[src/rtl/text_overlay.sv]
// Pipelined text-overlay generator: draws a COLS x ROWS grid of scaled 8x16 glyphs
// from a writable character buffer, with per-cell blink and a buffer-clear engine.
module text_overlay #(
    parameter int unsigned COLS         = 16,
    parameter int unsigned ROWS         = 4,
    parameter int unsigned SCALE_SH     = 0,
    parameter int unsigned X0           = 256,
    parameter int unsigned Y0           = 320,
    parameter logic [11:0] FG           = 12'h000,
    parameter logic [11:0] BG           = 12'hFFF,
    parameter int unsigned BLINK_FRAMES = 32,
    parameter int unsigned AW           = (COLS * ROWS > 1) ? $clog2(COLS * ROWS) : 1
) (
    input  logic          clk,
    input  logic          reset,
    input  logic [9:0]    x,
    input  logic [9:0]    y,
    input  logic          frame_tick,
    input  logic          wr_en,
    input  logic [AW-1:0] wr_addr,
    input  logic [7:0]    wr_data,
    input  logic          clr,
    output logic          busy,
    output logic [10:0]   rom_addr,
    input  logic [7:0]    rom_data,
    output logic          text_on,
    output logic [11:0]   text_rgb
);
    localparam int unsigned CELLS = COLS * ROWS;
    localparam int unsigned IW    = (CELLS > 1) ? $clog2(CELLS) : 1;
    localparam int unsigned REG_W = COLS * (8 << SCALE_SH);
    localparam int unsigned REG_H = ROWS * (16 << SCALE_SH);
    localparam int unsigned FW    = $clog2(BLINK_FRAMES + 1);

    typedef enum logic [0:0] {StIdle, StClear} state_e;

    state_e        state_q, state_d;
    logic [IW-1:0] ptr_q, ptr_d;
    logic          buf_we;
    logic [IW-1:0] buf_wa;
    logic [7:0]    buf_wd;

    // Reset lands in StClear so the buffer is wiped after every reset release.
    always_ff @(posedge clk or posedge reset) begin
        if (reset) begin
            state_q <= StClear;
            ptr_q   <= '0;
        end else begin
            state_q <= state_d;
            ptr_q   <= ptr_d;
        end
    end

    always_comb begin
        state_d = state_q;
        ptr_d   = ptr_q;
        case (state_q)
            StIdle: begin
                if (clr) begin
                    state_d = StClear;
                    ptr_d   = '0;
                end
            end
            StClear: begin
                if (clr) begin
                    ptr_d = '0;
                end else if (ptr_q == IW'(CELLS - 1)) begin
                    state_d = StIdle;
                    ptr_d   = '0;
                end else begin
                    ptr_d = ptr_q + 1'b1;
                end
            end
            default: state_d = StIdle;
        endcase
    end

    always_comb begin
        busy   = (state_q == StClear);
        buf_we = 1'b0;
        buf_wa = IW'(wr_addr);
        buf_wd = wr_data;
        if (busy) begin
            buf_we = 1'b1;
            buf_wa = ptr_q;
            buf_wd = 8'h00;
        end else if (wr_en && (32'(wr_addr) < CELLS)) begin
            buf_we = 1'b1;
        end
    end

    logic [FW-1:0] frame_q;
    logic          blink_q;

    always_ff @(posedge clk or posedge reset) begin
        if (reset) begin
            frame_q <= '0;
            blink_q <= 1'b0;
        end else if (frame_tick) begin
            if (frame_q == FW'(BLINK_FRAMES - 1)) begin
                frame_q <= '0;
                blink_q <= ~blink_q;
            end else begin
                frame_q <= frame_q + 1'b1;
            end
        end
    end

    // S0: unsigned offsets, so pixels left of / above the origin wrap and fall outside.
    logic [31:0]   rx, ry;
    logic          in_s0;
    logic [IW-1:0] rd_addr;

    assign rx      = 32'(x) - X0;
    assign ry      = 32'(y) - Y0;
    assign in_s0   = (rx < REG_W) && (ry < REG_H);
    assign rd_addr = IW'((ry >> (4 + SCALE_SH)) * COLS + (rx >> (3 + SCALE_SH)));

    logic [7:0] mem [CELLS];
    logic [7:0] rd_q;

    // Read-before-write: a same-cycle read of the written cell returns the old byte.
    always_ff @(posedge clk) begin
        if (buf_we) mem[buf_wa] <= buf_wd;
        rd_q <= mem[rd_addr];
    end

    logic        in_s1_q, in_s2_q, attr_s2_q, glyph_on;
    logic [2:0]  bit_s1_q, bit_s2_q;
    logic [3:0]  grow_s1_q;
    logic [10:0] rom_addr_q;
    logic        text_on_q;
    logic [11:0] text_rgb_q;

    // Outside the region rom_addr keeps the last in-region address.
    assign rom_addr = in_s1_q ? {rd_q[6:0], grow_s1_q} : rom_addr_q;
    assign glyph_on = in_s2_q && rom_data[3'd7 - bit_s2_q] && !(attr_s2_q && blink_q);

    always_ff @(posedge clk or posedge reset) begin
        if (reset) begin
            in_s1_q    <= 1'b0;
            bit_s1_q   <= '0;
            grow_s1_q  <= '0;
            in_s2_q    <= 1'b0;
            bit_s2_q   <= '0;
            attr_s2_q  <= 1'b0;
            rom_addr_q <= '0;
            text_on_q  <= 1'b0;
            text_rgb_q <= BG;
        end else begin
            in_s1_q    <= in_s0;
            bit_s1_q   <= rx[SCALE_SH +: 3];
            grow_s1_q  <= ry[SCALE_SH +: 4];
            in_s2_q    <= in_s1_q;
            bit_s2_q   <= bit_s1_q;
            attr_s2_q  <= rd_q[7];
            rom_addr_q <= rom_addr;
            text_on_q  <= glyph_on;
            text_rgb_q <= glyph_on ? FG : BG;
        end
    end

    assign text_on  = text_on_q;
    assign text_rgb = text_rgb_q;

endmodule

[config.mk]
export PLATFORM = sky130hd
export DESIGN_NAME = text_overlay
export DESIGN_NICKNAME = d
export VERILOG_FILES = /design/src/rtl/text_overlay.sv
export SDC_FILE = /design/constraint.sdc
export NUM_CORES = 1
export LEC_CHECK = 0
export ABC_CLOCK_PERIOD_IN_PS = 4200
export BUFFER_PORTS_ARGS = -buffer_cell sky130_fd_sc_hd__buf_2
export CAP_MARGIN = 15
export CORE_MARGIN = 2
export CORE_UTILIZATION = 60
export CTS_CLUSTER_SIZE = 24
export DETAILED_ROUTE_END_ITERATION = 10
export PLACE_DENSITY = 0.81
export SLEW_MARGIN = 20
export SYNTH_ARGS = -nofsm -noshare
export SYNTH_HDL_FRONTEND = slang
export SYNTH_SLANG_ARGS = --single-unit
[constraint.sdc]
create_clock -name clk -period 4.2 [get_ports clk]
set_input_delay 0.63 -clock clk [delete_from_list [all_inputs] [get_ports clk]]
set_output_delay 0.63 -clock clk [all_outputs]
set_load 0.05 [all_outputs]
Yosys cells after proc, flatten, opt, wreduce, memory -nomap -nowiden
Memories as Yosys holds them, arrays and structs flattened. A register that Yosys moved wholly into a read port is not among the register bits.
Cells that the tools add are included.
- RAM bits: 512
- bits in registers: 51
- output and inout port bits: 25
- memories kept: 1
- memory list (memory ; words ; bits a word ; rd ports ; clocked after memory_dff ; write ports ; RTL line ; text):
    mem ; 64 ; 8 ; 1 ; 1 ; 1 ; 119 ; logic [7:0] mem [CELLS];
- reductions and logical operators: 6
- $lt $le $gt $ge: 3
- bitwise operators: 2
- multiplexer cells: 19
- eq/ne operators: 3
- add/subtract/negate cells: 6
- operator list (operator ; count):
    32-bit by 7-bit < comparator with 1-bit output (second input constant) ; 1
    32-bit by 8-bit < comparator with 1-bit output (second input constant) ; 1
    6-bit 2-to-1 mux ; 5
    10-bit by 9-bit subtractor with 11-bit output (second input constant) ; 2
    6-bit by 1-bit adder with 6-bit output (second input constant) ; 2
    12-bit 2-to-1 mux ; 1
    6-bit case mux with 2 select lines ; 1
    11-bit 2-to-1 mux ; 1
    1-bit 2-to-1 mux ; 8
    8-bit 2-to-1 mux ; 1
    6-bit adder ; 1
    6-bit by 5-bit == test with 1-bit output (second input constant) ; 1
    6-bit == test (second input constant) ; 1
    1-bit logical AND ; 4
    3-bit by 4-bit < comparator with 1-bit output (second input constant) ; 1
    1-bit binary-select mux with 3-bit select ; 1
    3-bit subtractor (first input constant) ; 1
    2-bit != test (second input constant) ; 1
    1-bit inverter ; 2
    1-bit case mux with 2 select lines ; 1
    2-bit AND reduction ; 1
    1-bit logical NOT ; 1

Depth between registers and ports, before layout
Gate-level depths: netlist of run 1.
- word-level depth: 6
- depth in mapped cells: 9
- mapped depth without buffers: 6

Worst setup path before layout of run 1
OpenSTA, ideal clock, no wires.
- path type: register to register
- start: reg state_q, in the netlist busy
- end: mem mem[0][0] (data pin)
- cell stages (with the launch flop): 5
- library setup time: 0.514 ns
- data required time: 3.686 ns
- arrival: 2.673 ns
- setup slack: 1.013 ns
- path through: dfstp_2 clkbuf_1 clkbuf_1 clkbuf_1 nor2b_1
- word-level cells in the longest chain between the ends: 1
- RTL lines (what ; RTL line ; text):
    from (decl) ; 37 ; state_e state_q, state_d;
    from (signal assigned) ; 46 ; state_q <= StClear;
    from (signal assigned) ; 49 ; state_q <= state_d;
    8-bit 2-to-1 mux ; 83 ; if (busy) begin
    via buf_wd[0] ; 41 ; logic [7:0] buf_wd;
    to (decl) ; 119 ;
The timed path passes the listed nets, and every way through them passes these cells.

Worst setup path in the final report of run 1
- start: in y[4]
- end: reg rd_q[1] (read register of mem)
- word-level cells in the longest chain between the ends: 2
- RTL lines (what ; RTL line ; text):
    from (decl) ; 17 ; input logic [9:0] y,
    10-bit by 9-bit subtractor with 11-bit output ; 115 ; assign ry = 32'(y) - Y0;
    6-bit adder ; 117 ; assign rd_addr = IW'((ry >> (4 + SCALE_SH)) * COLS + (rx >> (3 + SCALE_SH)));
    to (decl) ; 120 ; logic [7:0] rd_q;
Every way passes these cells.
A chain may end at the register's enable or synchronous reset.

==> results of run 1 <==
[metrics by stage]
stage          cell area (um^2)  hold slack [ns]  std cells  setup slack [ns]   util
6_report                  24600            0.162       1663              1.07  0.676
3_3_place_gp              22800            0.335       1565             0.839  0.626
3_5_place_dp              22800            0.335       1565             0.758  0.626
2_1_floorplan             22000            0.316       1067              1.01      -
4_1_cts                   24600            0.137       1662              1.16  0.676
5_1_grt                   24600            0.143       1662              1.04  0.676
[final timing paths]
| kind | from | endpoint |
|---|---|---|
| setup / recovery | y[4] | rd_q[1] |
| hold / removal | x[1] | bit_s1_q[1] |
| setup reg to reg | busy | mem[24][6] |
| hold reg to reg | bit_s1_q[0] | bit_s2_q[0] |
| max in group asynchronous | reset | rom_addr_q[1] |
| min in group asynchronous | reset | ptr_q[2] |
[cell usage after synthesis, types with 3 or more instances]
| master | count | area, um^2 |
|---|---|---|
| mux2_2 | 36 | 405 |
| a221oi_1 | 8 | 70.1 |
| o221ai_1 | 7 | 61.3 |
| o21ai_0 | 6 | 30.0 |
| dfxtp_1 | 8 | 160 |
| dfrtp_1 | 38 | 951 |
| mux2i_1 | 38 | 380 |
| xor2_1 | 3 | 26.3 |
| inv_1 | 4 | 15.0 |
| buf_4 | 23 | 173 |
| a21o_1 | 7 | 52.6 |
| mux4_2 | 105 | 2360 |
| xnor2_1 | 6 | 52.6 |
| nand2b_1 | 4 | 25.0 |
| a221o_1 | 7 | 70.1 |
| edfxtp_1 | 512 | 15400 |
| mux4_1 | 17 | 447 |
| buf_2 | 10 | 50.1 |
| o22ai_1 | 7 | 43.8 |
| buf_6 | 4 | 45.0 |
| nand3_1 | 5 | 25.0 |
| nor2_1 | 80 | 300 |
| a21oi_1 | 8 | 40.0 |
| a2111oi_0 | 7 | 61.3 |
| nor2b_1 | 13 | 81.3 |
| ha_1 | 3 | 37.5 |
| a22oi_1 | 7 | 52.6 |
| nand2_1 | 35 | 131 |
| clkbuf_1 | 18 | 67.6 |
| nand4_1 | 5 | 31.3 |
[cell type report]
class / count / area share
timing repair buffer: 89 / 0.0215
clock buffer: 73 / 0.0595
clock inverter: 24 / 0.0144
tap: 468 / 0.0238
sequential: 560 / 0.673
antenna: 1 / 0.000102
inverter: 4 / 0.000611
multi-input combinational: 444 / 0.207
[per-layer routing]
| layer | vias to the layer above | track usage | wire length, um |
|---|---|---|---|
| met2 | 725 | 0.415 | 23300 |
| met4 | 0 | 0.0868 | 1460 |
| met1 | 5645 | 0.363 | 17900 |
| met3 | 107 | 0.0366 | 4400 |
| li1 | 4566 | - | - |
| met5 | - | 0 | 0 |
[cells by family after synthesis]
group,count (synthesis)
xor gates and xnor gates,9
and+or+nand+nor,155
DFF,560
AOI/OAI and AO/OA,81
buffers and inverters,63
adders and majority gates,3
muxes,196
[registers in the layout, summed over array words and instances (netlist names)]
| signal | flops |
|---|---|
| bit_s2_q | 3 |
| blink_q | 1 |
| in_s1_q | 1 |
| text_on | 1 |
| busy | 1 |
| bit_s1_q | 3 |
| frame_q | 6 |
| text_rgb | 1 |
| rom_addr_q | 11 |
| mem | 512 |
| ptr_q | 6 |
| grow_s1_q | 4 |
| attr_s2_q | 1 |
| in_s2_q | 1 |
| rd_q | 8 |
[critical path, delay by kind of cell]
kind / cells / cell delay [ns]
and+or+nand+nor: 1 / 0.83
adders and majority gates: 1 / 0.62
AOI/OAI and AO/OA: 4 / 1.45
buffers and inverters: 1 / 0.10
[report_power, final]
part	leakage (nW)	internal (W)	switching (W)
clock network	0.886	0.00299	0.00198
logic	2.11	0.000282	0.000415
registers	5.33	0.00611	0.0000669
total	8.33	0.00937	0.00247
==> metrics, run 1 <==
outcome finished clean; initial core utilization 0.605; std cell rows 70; Root Driver clkbuf_16; fin nets 1201; wirelength, routed roughly 47000 um; Synth async-reset ratio 0.0714; Pleak 8.33 nW; CTS max path bufs 3; layout cell share with drive strength beyond 1 0.271; Syn Nets 1117; multi-input logic area 5100 um^2; Placer Congestion 0.818; Tcrit/Tclk final 0.746; crit path launch type input port; Synth Area in Compound Gates 0.0288; drt pass-1 iters 8; CTS tree done; Pwr Total 0.0118 W; Die Ht 195 um; worst-case reg-to-reg path depth 5; Setup CP Type in -> reg; post-CTS setup buffers 0; Post-synth EDFFs 512; WL/cell 28.4 um; commonest non-fill, non-tap cells in the layout 512 x edfxtp_1, 105 x mux4_2, 80 x nor2_1; Max Clock Freq 319 MHz; # IOs 72; Fill cells 2138; # port buffers 71; Final setup viols 0; flops & latches, synth between 500 and 600; Syn Inst Count ~1100; total grt overflow 0; Die W about 200 um; CP endpoint kind register; Synth Warn # 0; drt drc 0; Reg2Reg Setup Slack 1.20 ns; Max Cap Violations 0; total negative slack 0 ns; Final Critical Period 3.13 ns; vias in the first global route ~11000; Hold Fails Final Rpt 0; commonest non-fill, non-tap cell in the layout edfxtp_1; slowest cell on the critical path a2111oi_0; Synth Flop Type edfxtp_1; multiplexer share of the synthesized area 0.164; CTS resizes 0; count of pins over their slew limit 0; CP arrival 3.64 ns; Rel. slew slack 0.287; adder-cell area share of the yosys netlist 0.00171; core area 36300 um^2; peak supply drop 0.358 mV; Area Overhead vs Synth 11.9%; Antenna Nets Post-Route 0; CP Max Fanout 19; PwrDens about 480 nW/um^2; Slew @ Worst Pin 1.04 ns; Storage cell area 16500 um^2; main combinational cell family by area after synthesis multiplexers; worst hold path class in -> reg; Hold Path Depth 1; post-synthesis simple-gate area fraction 0.0314; Cell Area, Synth 22000 um^2; worst skew pair latency 0.58 ns; Tot GR Track Use 0.255; via count 11000; global-route wire length before repair 71200 um; Die Area between 30000 and 40000 um^2; H-tree Lvls 2; Synth Area in XOR/XNOR 0.00359; routed vias/inst 6.64; crit-path cells buf_2 > ha_1 > nor3_1 > a221o_1 > a221oi_1 > a2111oi_0 > a21o_1; CTS Sinks 560; CTS Hold Buffers Added 0; Post-Syn Area per Cell 20.6 um^2; Num CTS Buffers 52; initial antenna violation count 0; post-synthesis sequential area ratio 0.753; WP data required between 4 and 5 ns; largest net degree at the start of global routing 69; Yosys cell types 55; CTS clk-pin slew, worst paths about 0.060 ns; Layout Skew between 0.015 and 0.02 ns; RSZ-0062 raised after global routing no; HPWL after DPL 28100 um; detailed router's first-iteration violation count ~1500; Worst path max stage delay 0.95 ns
Note: power is estimated with default switching activity, not from simulation.
==> inputs of run 2 (changes only) <==
--- a/config.mk
+++ b/config.mk
@@ -5,7 +5,7 @@
 export SDC_FILE = /design/constraint.sdc
 export NUM_CORES = 1
 export LEC_CHECK = 0
-export ABC_CLOCK_PERIOD_IN_PS = 4200
+export ABC_CLOCK_PERIOD_IN_PS = 3100
 export BUFFER_PORTS_ARGS = -buffer_cell sky130_fd_sc_hd__buf_2
 export CAP_MARGIN = 15
 export CORE_MARGIN = 2
==> constraint.sdc (replaced) <==
create_clock -name clk -period 3.1 [get_ports clk]
set_input_delay 0.465 -clock clk [delete_from_list [all_inputs] [get_ports clk]]
set_output_delay 0.465 -clock clk [all_outputs]
set_load 0.05 [all_outputs]
==> run 2 against run 1 <==
  * Clock power increased by 20%
  * Critical path type is now reg -> reg
  * Non-clock buffer count increased by 87
  * Power increased by 29%
  * Global-route usage increased by 0.73 points
  * Clock skew increased by 0.0031 ns
  * Critical endpoint is now mem[4][6]
==> metrics, run 2 (synthesis results as in run 1) <==
outcome finished clean; Largest regs mem: 512 flops, rom_addr_q: 11 flops, rd_q: 8 flops; PwrDens 611 nW/um^2 (+27%); peak supply drop 0.418 mV (+17%); Max Cap Violations 0 (unchanged); Crit path depth 5 (-2); CP Max Fanout 23 (+4); worst-case reg-to-reg path depth 5 (unchanged); Rel. slew slack 0.385 (+0.0980); CTS tree done; Clk pwr share 0.389 (-0.031); Fill cells 2086 (-2.4%); CTS clk-pin slew, worst paths 0.06 ns (about the same); Worst path max stage delay 0.76 ns (-0.19 ns); Layout Skew 0.0229 ns (+0.00314 ns); Max Clock Freq 351 MHz; commonest non-fill, non-tap cells in the layout 512 x edfxtp_1, 105 x mux4_2, 95 x buf_4; count of pins over their slew limit 0 (unchanged); initial antenna violation count 0 (unchanged); number of buffers and inverters on the critical path 2 (+1); detailed router's first-iteration violation count 1468 (-0.068%); Reg2Reg Setup Slack 0.25 ns (-0.95 ns); routed vias/inst 6.43 (-3.2%); Hold Fails Final Rpt 0 (unchanged); total grt overflow 0 (unchanged); Sw Share 0.217 (+0.00854); ant diodes 0 (-1); CTS Sinks 560 (unchanged); Die Ht 195 um (unchanged); Tcrit/Tclk final 0.920; slowest cell on the critical path dfstp_2; Tot GR Track Use 0.262 (+0.00728); CTS max path bufs 3 (unchanged); critical path launch point busy; # IOs 72 (unchanged); WP data required 3.39 ns (-1.32 ns); Critical Path Sink mem[4][6]; fin nets 1290 (+7.4%); H-tree Lvls 2 (unchanged); drt pass-1 iters 8 (unchanged); Biggest register mem; Setup CP Type reg -> reg; Final Critical Period roughly 2.9 ns; FF-to-FF End mem[4][6]; crit path launch type register; Placer Congestion 0.888 (+8.6%); max FFs per register 512 (unchanged); wirelength, routed 48400 um (+2.7%); drt drc 0 (unchanged); layout cell share with drive strength beyond 1 0.308 (+0.0365); cell-internal power 0.0120 W (+28%); initial core utilization 0.605 (unchanged); Root Driver clkbuf_16; launching point of the worst reg2reg path busy; vias in the first global route 11500 (+3.0%); # port buffers 71 (unchanged); crit-path cells inv_1 > o21ai_0 > nand2_1 > nor2_1 > buf_4; CP arrival 3.14 ns (-0.50 ns); pre-CTS setup slack 0.233 ns (-0.524 ns); Die W 195 um (unchanged); largest net degree at the start of global routing 65 (-5.8%); HPWL after DPL 28700 um (+2.2%); commonest non-fill, non-tap cell in the layout edfxtp_1; share of total power in sequential cells 0.546 (+0.025); core area 36300 um^2 (unchanged); Worst path top cell family by delay simple AND/OR/NAND/NOR gates; worst hold path class in -> async; Area Overhead vs Synth 14.0%; worst skew pair latency 0.59 ns (about the same); Pleak 8.69 nW (+4.3%); global-route wire length before repair 72900 um (+2.5%); Min Hold Slack 0.0775 ns (-0.0849 ns); Logic pwr share 0.065 (+0.006); CTS resizes 0 (unchanged); CP endpoint kind register; Final setup viols 0 (unchanged); WL/cell 27.7 um (-2.3%); worst setup margin 0.249 ns (-0.818 ns); std cell rows 70 (unchanged); Die Area 38200 um^2 (unchanged); Slew @ Worst Pin 0.921 ns (-0.121 ns); Num CTS Buffers 54 (+3.8%); Antenna Nets Post-Route 0 (unchanged); via count 11200 (+1.8%); RSZ-0062 raised after global routing no; sw power 0.00332 W (+35%)
[run 2: cell types whose count changed in the layout (fill, tap and decap cells not counted), moves of 3 or more]
cell | before | now
bufinv_16 | 9 | 1
dlygate4sd3_1 | 0 | 7
clkinv_2 | 7 | 11
buf_4 | 18 | 95
buf_12 | 2 | 5
clkbuf_1 | 15 | 7
clkbuf_8 | 5 | 1
clkinv_1 | 4 | 20
[run 2: stage by stage]
step,instances,power (W),util,instance area [um^2],setup TNS (ns)
2_1_floorplan,1067,0.00916,-,22000,-44.58
3_3_place_gp,1645,0.00945,0.644,23400,0
3_5_place_dp,1645,0.00948,0.644,23400,0
4_1_cts,1748,0.0154,0.689,25100,0
5_1_grt,1748,0.0157,0.689,25100,0
6_report,1748,0.0153,0.689,25100,0
[run 2: timing repair]
action / CTS / global route
hold buffers: 7 / 0
endpoints found under the hold margin: 7 / 0
buffers inserted: 0 / 0
[run 2: worst reg2reg max path: stages, from the launching register on]
cell and delay, ns:
dfstp_2 0.76, inv_1 0.23, o21ai_0 0.49, nand2_1 0.55, nor2_1 0.31, buf_4 0.21
[run 2: metal layers]
metal	part of all wire	track usage
met5	0	0
met4	0.032	0.0792
met3	0.11	0.0682
met2	0.49	0.424
met1	0.37	0.358
[run 2: worst min-delay path by stage]
stage	from	to	slack (ns)
final	reset	ptr_q[2]	0.08
after global routing	clr	ptr_q[0]	0.14
after CTS	reset	ptr_q[5]	0.09
after detailed placement	rd_q[7]	attr_s2_q	0.33
after global placement	rd_q[7]	attr_s2_q	0.32
after floorplan	rd_q[7]	attr_s2_q	0.32
[run 2: power groups by stage]
| stage | clock [W] | sequential (W) | combinational (W) |
|---|---|---|---|
| finish | 0.00595 | 0.00836 | 0.000996 |
| global route | 0.00630 | 0.00837 | 0.00105 |
| CTS | 0.00603 | 0.00835 | 0.000988 |
| detailed placement | 0 | 0.00851 | 0.000966 |
| global placement | 0 | 0.00850 | 0.000947 |
| floorplan | 0 | 0.00848 | 0.000674 |
[run 2: layout make-up]
type	count	area (um^2)	share of cell area
clock buffers	62	1400	0.0560
repair buffers	176	1240	0.0494
flip-flops and latches	560	16500	0.660
clock inverters	34	176	0.00704
well taps	468	586	0.0234
inverters	4	15.0	0.000599
multi-input cells	444	5100	0.203
